==> src/rtl/ccff_bitstream_loader.sv <==
// ccff_bitstream_loader: feeds the configuration-flop chain.
// Takes words over a valid/ready stream, shifts them LSB first onto ccff_head
// with a registered ccff_shift_en strobe, and flags done after CHAIN_LEN bits.
// Optional macro CCFF_TAIL_CHECK_EN: shifts a SENTINEL ahead of the data and
// checks it coming out of ccff_tail, reporting the result on chain_ok.
module ccff_bitstream_loader #(
  parameter int CHAIN_LEN  = 22,
  parameter int WORD_W     = 8,
  parameter int SENTINEL_W = 4,
  parameter logic [SENTINEL_W-1:0] SENTINEL = 4'b1011
) (
  input  logic              prog_clk,
  input  logic              prog_reset_n,
  input  logic              start,
  input  logic [WORD_W-1:0] s_data,
  input  logic              s_valid,
  output logic              s_ready,
  output logic              ccff_head,
  output logic              ccff_shift_en,
  input  logic              ccff_tail,
  output logic              busy,
  output logic              done,
  output logic              chain_ok
);

`ifdef CCFF_TAIL_CHECK_EN
  localparam int PRE_LEN = SENTINEL_W;
`else
  localparam int PRE_LEN = 0;
`endif
  localparam int TOTAL     = CHAIN_LEN + PRE_LEN;
  localparam int NUM_WORDS = (CHAIN_LEN + WORD_W - 1) / WORD_W;
  localparam int TAIL_BITS = (CHAIN_LEN % WORD_W == 0) ? WORD_W : (CHAIN_LEN % WORD_W);
  localparam int CNT_W     = $clog2(TOTAL + 1);
  localparam int WCNT_W    = $clog2(NUM_WORDS + 1);
  localparam int IDX_W     = (WORD_W > 1) ? $clog2(WORD_W) : 1;

  localparam logic [CNT_W-1:0]  TOTAL_C      = CNT_W'(TOTAL);
  localparam logic [CNT_W-1:0]  LAST_SHIFT_C = CNT_W'(TOTAL - 1);
  localparam logic [WCNT_W-1:0] NWORDS_C     = WCNT_W'(NUM_WORDS);
  localparam logic [WCNT_W-1:0] NWORDS_M1_C  = WCNT_W'(NUM_WORDS - 1);
  localparam logic [IDX_W-1:0]  FULL_LAST_C  = IDX_W'(WORD_W - 1);
  localparam logic [IDX_W-1:0]  TAIL_LAST_C  = IDX_W'(TAIL_BITS - 1);

  typedef enum logic [1:0] {ST_IDLE, ST_PRE, ST_LOAD, ST_DONE} state_e;

`ifdef CCFF_TAIL_CHECK_EN
  localparam state_e FIRST_ST = ST_PRE;
  localparam logic [CNT_W-1:0] PRE_LAST_C = CNT_W'(PRE_LEN - 1);
  localparam logic [CNT_W-1:0] CHAIN_C    = CNT_W'(CHAIN_LEN);
  logic [SENTINEL_W-1:0] sent_q, sent_d;   // sentinel bits still to issue
  logic [SENTINEL_W-1:0] chk_q, chk_d;     // sentinel bits still to compare
  logic                  ok_acc_q, ok_acc_d;
  logic                  chain_ok_q, chain_ok_d;
  logic                  tail_match;
`else
  localparam state_e FIRST_ST = ST_LOAD;
  logic unused_tail;
  assign unused_tail = ^{ccff_tail, SENTINEL, 32'(SENTINEL_W)};
`endif

  state_e              state_q, state_d;
  logic [CNT_W-1:0]    issue_cnt_q, issue_cnt_d;   // bits placed on ccff_head
  logic [CNT_W-1:0]    shift_cnt_q, shift_cnt_d;   // shifts the chain has taken
  logic [WCNT_W-1:0]   words_q, words_d;           // words accepted this load
  logic [WORD_W-1:0]   buf_q, buf_d;               // shifted right as bits leave
  logic [IDX_W-1:0]    bit_idx_q, bit_idx_d;
  logic                buf_valid_q, buf_valid_d;
  logic                head_q, head_d;
  logic                shift_en_q, shift_en_d;

  logic busy_w, issuing_data, buf_last, take_buf, take_new, ready_w, accept;
  logic [IDX_W-1:0] new_last_idx;

  // State and datapath registers.
  always_ff @(posedge prog_clk or negedge prog_reset_n) begin
    if (!prog_reset_n) begin
      // NOTE: the word buffer data is reset too, so no X can ever reach ccff_head.
      state_q     <= ST_IDLE;
      issue_cnt_q <= '0;
      shift_cnt_q <= '0;
      words_q     <= '0;
      buf_q       <= '0;
      bit_idx_q   <= '0;
      buf_valid_q <= 1'b0;
      head_q      <= 1'b0;
      shift_en_q  <= 1'b0;
`ifdef CCFF_TAIL_CHECK_EN
      sent_q      <= '0;
      chk_q       <= '0;
      ok_acc_q    <= 1'b0;
      chain_ok_q  <= 1'b0;
`endif
    end else begin
      // NOTE: non-blocking so every register samples pre-edge values together.
      state_q     <= state_d;
      issue_cnt_q <= issue_cnt_d;
      shift_cnt_q <= shift_cnt_d;
      words_q     <= words_d;
      buf_q       <= buf_d;
      bit_idx_q   <= bit_idx_d;
      buf_valid_q <= buf_valid_d;
      head_q      <= head_d;
      shift_en_q  <= shift_en_d;
`ifdef CCFF_TAIL_CHECK_EN
      sent_q      <= sent_d;
      chk_q       <= chk_d;
      ok_acc_q    <= ok_acc_d;
      chain_ok_q  <= chain_ok_d;
`endif
    end
  end

  // Next-state: pick the bit to present next cycle and track the buffer.
  always_comb begin
    // NOTE: every output of this block gets a default first, so no latch is inferred.
    state_d     = state_q;
    issue_cnt_d = issue_cnt_q;
    shift_cnt_d = shift_cnt_q;
    words_d     = words_q;
    buf_d       = buf_q;
    bit_idx_d   = bit_idx_q;
    buf_valid_d = buf_valid_q;
    head_d      = head_q;
    shift_en_d  = 1'b0;
`ifdef CCFF_TAIL_CHECK_EN
    sent_d      = sent_q;
    chk_d       = chk_q;
    ok_acc_d    = ok_acc_q;
    chain_ok_d  = chain_ok_q;
    tail_match  = (ccff_tail == chk_q[0]);
`endif

    busy_w       = (state_q == ST_PRE) || (state_q == ST_LOAD);
    issuing_data = (state_q == ST_LOAD) && (issue_cnt_q != TOTAL_C);
    // The buffered word is the latest accepted one, so words_q tells if it is final.
    buf_last     = bit_idx_q == ((words_q == NWORDS_C) ? TAIL_LAST_C : FULL_LAST_C);
    take_buf     = issuing_data && buf_valid_q;
    ready_w      = busy_w && (words_q != NWORDS_C) && (!buf_valid_q || (take_buf && buf_last));
    accept       = ready_w && s_valid;
    take_new     = issuing_data && !buf_valid_q && accept;
    new_last_idx = (words_q == NWORDS_M1_C) ? TAIL_LAST_C : FULL_LAST_C;

    if ((state_q == ST_IDLE || state_q == ST_DONE) && start) begin
      state_d     = FIRST_ST;
      issue_cnt_d = '0;
      shift_cnt_d = '0;
      words_d     = '0;
      buf_valid_d = 1'b0;
      bit_idx_d   = '0;
`ifdef CCFF_TAIL_CHECK_EN
      sent_d      = SENTINEL;
      chk_d       = SENTINEL;
      ok_acc_d    = 1'b1;
      chain_ok_d  = 1'b0;
`endif
    end else begin
      // A presented bit is shifted on this edge; the last one ends the load.
      if (shift_en_q) begin
        shift_cnt_d = shift_cnt_q + 1'b1;
        if (shift_cnt_q == LAST_SHIFT_C) state_d = ST_DONE;
      end
`ifdef CCFF_TAIL_CHECK_EN
      // Once the chain is full of sentinel, ccff_tail must replay it in order.
      if (shift_en_q && shift_cnt_q >= CHAIN_C) begin
        chk_d    = chk_q >> 1;
        ok_acc_d = ok_acc_q & tail_match;
        if (shift_cnt_q == LAST_SHIFT_C) chain_ok_d = ok_acc_q & tail_match;
      end
      if (state_q == ST_PRE) begin
        head_d      = sent_q[0];
        shift_en_d  = 1'b1;
        sent_d      = sent_q >> 1;
        issue_cnt_d = issue_cnt_q + 1'b1;
        if (issue_cnt_q == PRE_LAST_C) state_d = ST_LOAD;
      end
`endif
      if (take_buf) begin
        head_d      = buf_q[0];
        shift_en_d  = 1'b1;
        buf_d       = buf_q >> 1;
        issue_cnt_d = issue_cnt_q + 1'b1;
        if (buf_last) buf_valid_d = 1'b0;
        else          bit_idx_d   = bit_idx_q + 1'b1;
      end
      if (accept) begin
        words_d = words_q + 1'b1;
        if (take_new) begin
          head_d      = s_data[0];
          shift_en_d  = 1'b1;
          buf_d       = s_data >> 1;
          bit_idx_d   = IDX_W'(1);
          buf_valid_d = (new_last_idx != '0);
          issue_cnt_d = issue_cnt_q + 1'b1;
        end else begin
          buf_d       = s_data;
          bit_idx_d   = '0;
          buf_valid_d = 1'b1;
        end
      end
    end
  end

  assign s_ready       = ready_w;
  assign ccff_head     = head_q;
  assign ccff_shift_en = shift_en_q;
  assign busy          = busy_w;
  assign done          = (state_q == ST_DONE);
`ifdef CCFF_TAIL_CHECK_EN
  assign chain_ok      = chain_ok_q;
`else
  assign chain_ok      = 1'b1;
`endif

endmodule

==> config.mk <==
export PLATFORM = sky130hd
export DESIGN_NAME = ccff_bitstream_loader
export DESIGN_NICKNAME = d
export VERILOG_FILES = /design/src/rtl/ccff_bitstream_loader.sv
export SDC_FILE = /design/constraint.sdc
export NUM_CORES = 1
export LEC_CHECK = 0
export ABC_AREA = 1
export BUFFER_PORTS_ARGS = -buffer_cell sky130_fd_sc_hd__buf_2
export CORE_ASPECT_RATIO = 1.1
export CORE_MARGIN = 1
export CORE_UTILIZATION = 51
export CTS_CLUSTER_SIZE = 25
export DETAILED_ROUTE_END_ITERATION = 16
export PLACE_DENSITY = 0.74
export SYNTH_ARGS = -nofsm -noshare
export SYNTH_HDL_FRONTEND = slang
export SYNTH_SLANG_ARGS = --single-unit
export TNS_END_PERCENT = 20
==> constraint.sdc <==
create_clock -name prog_clk -period 1.68 [get_ports prog_clk]
set_input_delay 0.168 -clock prog_clk [delete_from_list [all_inputs] [get_ports prog_clk]]
set_output_delay 0.168 -clock prog_clk [all_outputs]
set_load 0.01 [all_outputs]
==> impl_metrics.ini <==
[timing]
period_minus_slack_ps = 1870
hold_violations = 0
setup_ws_ps = -187
fin_skew_ps = 14.9
maxSlewViolCount = 0
fmax_mhz = 536
worst_slew_pin_slew_ps = 635
post-route-period-util = 1.11
finalSetupViolCount = 19
slew_headroom = 0.576
whs_ps = 90.8
rsz0062_at_grt = yes

[drt]
drt-total-wl_mm = 3.89
firstDrtPassIters = 4
vias_per_cell = 5.39
drcViolationCount = 0
wire_per_inst_microns = 13.8
vias = 1524
postRouteAntennaNets = 0
first_iter_violations = 98

[floorplan]
die_h_microns = 60.8
die_area_sq_um = 3370
io_pins = 19
fp.dieW_microns = 55.4
core_sq_um = 2880
rows = 20
start_util = 0.556

[logic_synthesis]
synth_ff_type = dfrtp_1
synth_area_sq_um = 1600
syn_area_per_cell_sq_um = 7.84
ys_seq_area_frac = 0.438
ys_seq_elements = 28
synth_edf_count = 0
ys_types = 26
synth_cells = 204
async_flop_share = 1.00
syn_nets = 225
synth_top_area_frac = 0.438
yosysWarnings = 0
ys_top_cells_by_count = 43 x nor2_1, 36 x nand2_1, 28 x dfrtp_1
yosysMostFrequentCell = nor2_1
synth_area_leaders = dfrtp_1 44%, nor2_1 10%, nand2_1 8.4%
synth_top_area_cell = dfrtp_1

[power]
p_leak_nw = 1.05
p_int_mw = 2.14
irDropWorstVdd_uv = 1130
p_sw_mw = 1.61
pwr-share-seq = 0.308
clkPwrFrac = 0.120
netSwitchingFraction = 0.429
power_frac_comb = 0.572
p_per_area_nw_per_um2 = 1790

[run]
max_cap_violations = 0

[finish]
multiInputGateArea_sq_um = 888
final_area_sq_um = 2100
drive_above_1_share = 0.324
register_area_sq_um = 701
n_fill_cell = 218
nets = 272
finish.utilization = 0.729
area_delta_synth_final_pct = 31.1
fin_cells = 283
num_antenna_cells = 0

[setup_path]
critical_path_required_ps = 1510
cp-start-kind = flop
crit_type = reg2out
arrival_ps = 1700
cp_max_fo = 2
end_kind = primary output
r2r_setup_slack_ps = -150

[run_status]
violations = negative setup slack
outcome = finished, violations left

[cts]
cts_max_level = 1
tritoncts = done
cts_num_sinks = 28
clkLatencyLatePin_ps = 330
path_clk_slew_ps = 150
cts_made_buffers = 3
root_buffer = clkbuf_4
cts_buffer_depth = 2

[global_routing]
grt_pass1_wl_mm = 5.70
grt_max_degree = 29
grt_usage = 0.213
gr-total-overflow = 0
antenna_found_initial = 0
first_global_vias = 1444

[placement]
gp_congestion = 0.775
port_buffers = 16
place_hpwl_mm = 2.23
placed_cells = 264
place_area_sq_um = 1800

[worst_hold_path]
hold_path.class = in2reg
==> cell families (layout without fill, tap and decap cells) <==
kind of cell	count (synthesis)	in the layout	synth area share
adders and majority gates	8	8	0.0626
buffers and inverters	28	73	0.0774
AOI/OAI and AO/OA	34	34	0.111
and+or+nand+nor	105	106	0.309
DFF	28	28	0.438
other	1	1	0.00234
==> layout make-up <==
cell class | count | share of cell area
tap | 33 | 0.0197
timing repair buffer | 45 | 0.155
sequential | 28 | 0.334
clock inverter | 1 | 0.0143
clock buffer | 3 | 0.0107
inverter | 24 | 0.0429
multi-input combinational | 149 | 0.423
==> registers in the layout, summed over array words and instances (netlist names) <==
name and flops:
state_q 2, ccff_shift_en 1, ccff_head 1, words_q 2, shift_cnt_q 5, bit_idx_q 3
buf_q 8, issue_cnt_q 5, buf_valid_q 1
==> path summary, 6_finish.rpt <==
kind	from	cells after the start	end
worst max-delay path	words_q[1]	10	s_ready
worst min-delay path	s_data[7]	3	buf_q[7]
worst max register to register	words_q[1]	13	buf_q[6]
worst min register to register	buf_q[3]	2	buf_q[3]
max in group asynchronous	prog_reset_n	2	buf_q[0]
min in group asynchronous	prog_reset_n	2	shift_cnt_q[2]
==> layer usage <==
layer	wire (microns)	up-vias	global-route usage
met5	0	-	0
met4	54	0	0.129
met3	153	6	0.0299
met2	2080	47	0.391
met1	1600	724	0.242
li1	-	747	-
==> worst max-delay path, stage by stage, from the launching register on <==
cell and delay, ps:
dfrtp_1 420, ha_2 190, nand2_1 70, nand3_2 80, nor2_4 110, nand2_2 70, nand2_4 70, buf_6 100
nand2_4 40, nor2_4 110, buf_6 110
==> power groups by stage <==
stage	clock [mW]	sequential (mW)	combinational (mW)
6_report	0.450	1.16	2.15
5_1_grt	0.475	1.19	2.39
4_1_cts	0.453	1.13	1.76
3_5_place_dp	0	1.14	1.66
3_3_place_gp	0	1.12	1.59
2_1_floorplan	0	1.12	1.16
==> layout by cell type, fill, tap and decap left out <==
| cell | netlist | routed |
|---|---|---|
| nand3_1 | 8 | 6 |
| nor3b_1 | 2 | 2 |
| nor2_4 | 0 | 4 |
| nand3_4 | 1 | 1 |
| ha_4 | 0 | 1 |
| clkbuf_4 | 0 | 3 |
| nand2_8 | 0 | 1 |
| dfrtp_1 | 28 | 28 |
| o21ai_2 | 0 | 2 |
| o21ai_1 | 15 | 16 |
| ha_1 | 8 | 5 |
| a21oi_1 | 8 | 8 |
| nor2_2 | 3 | 6 |
| a41oi_1 | 1 | 1 |
| a31oi_1 | 1 | 1 |
| nand3_2 | 0 | 3 |
| nand2_1 | 36 | 33 |
| buf_4 | 1 | 23 |
| inv_1 | 23 | 20 |
| nand2_2 | 2 | 4 |
| nand4_4 | 1 | 2 |
| o21ai_0 | 8 | 5 |
| a211oi_1 | 1 | 1 |
| nor3_1 | 4 | 4 |
| nor4_1 | 1 | 1 |
| buf_2 | 0 | 15 |
| bufinv_16 | 0 | 1 |
| inv_2 | 1 | 4 |
| nand2_4 | 3 | 3 |
| buf_6 | 2 | 6 |
| dlygate4sd3_1 | 0 | 1 |
| ha_2 | 0 | 2 |
| nor2_1 | 43 | 36 |
| conb_1 | 1 | 1 |
==> what timing repair did <==
item / in CTS / in global routing
hold endpoints to repair: 28 / 0
setup endpoints to repair: 21 / 21
buffers inserted: 6 / 7
gates resized for setup: 10 / 26
gates cloned: 0 / 1
hold buffers: 1 / 0
pin swaps: 6 / 8
==> stage by stage <==
stage | total power [mW] | setup WS, ps | TNS (ps)
2_1_floorplan | 2.27 | 44.4 | 0
3_3_place_gp | 2.71 | -62.7 | -376
3_5_place_dp | 2.80 | -124 | -1200
4_1_cts | 3.34 | -217 | -2470
5_1_grt | 4.05 | -271 | -4000
6_report | 3.75 | -187 | -1780
Note: power is estimated with default switching activity, not from simulation.
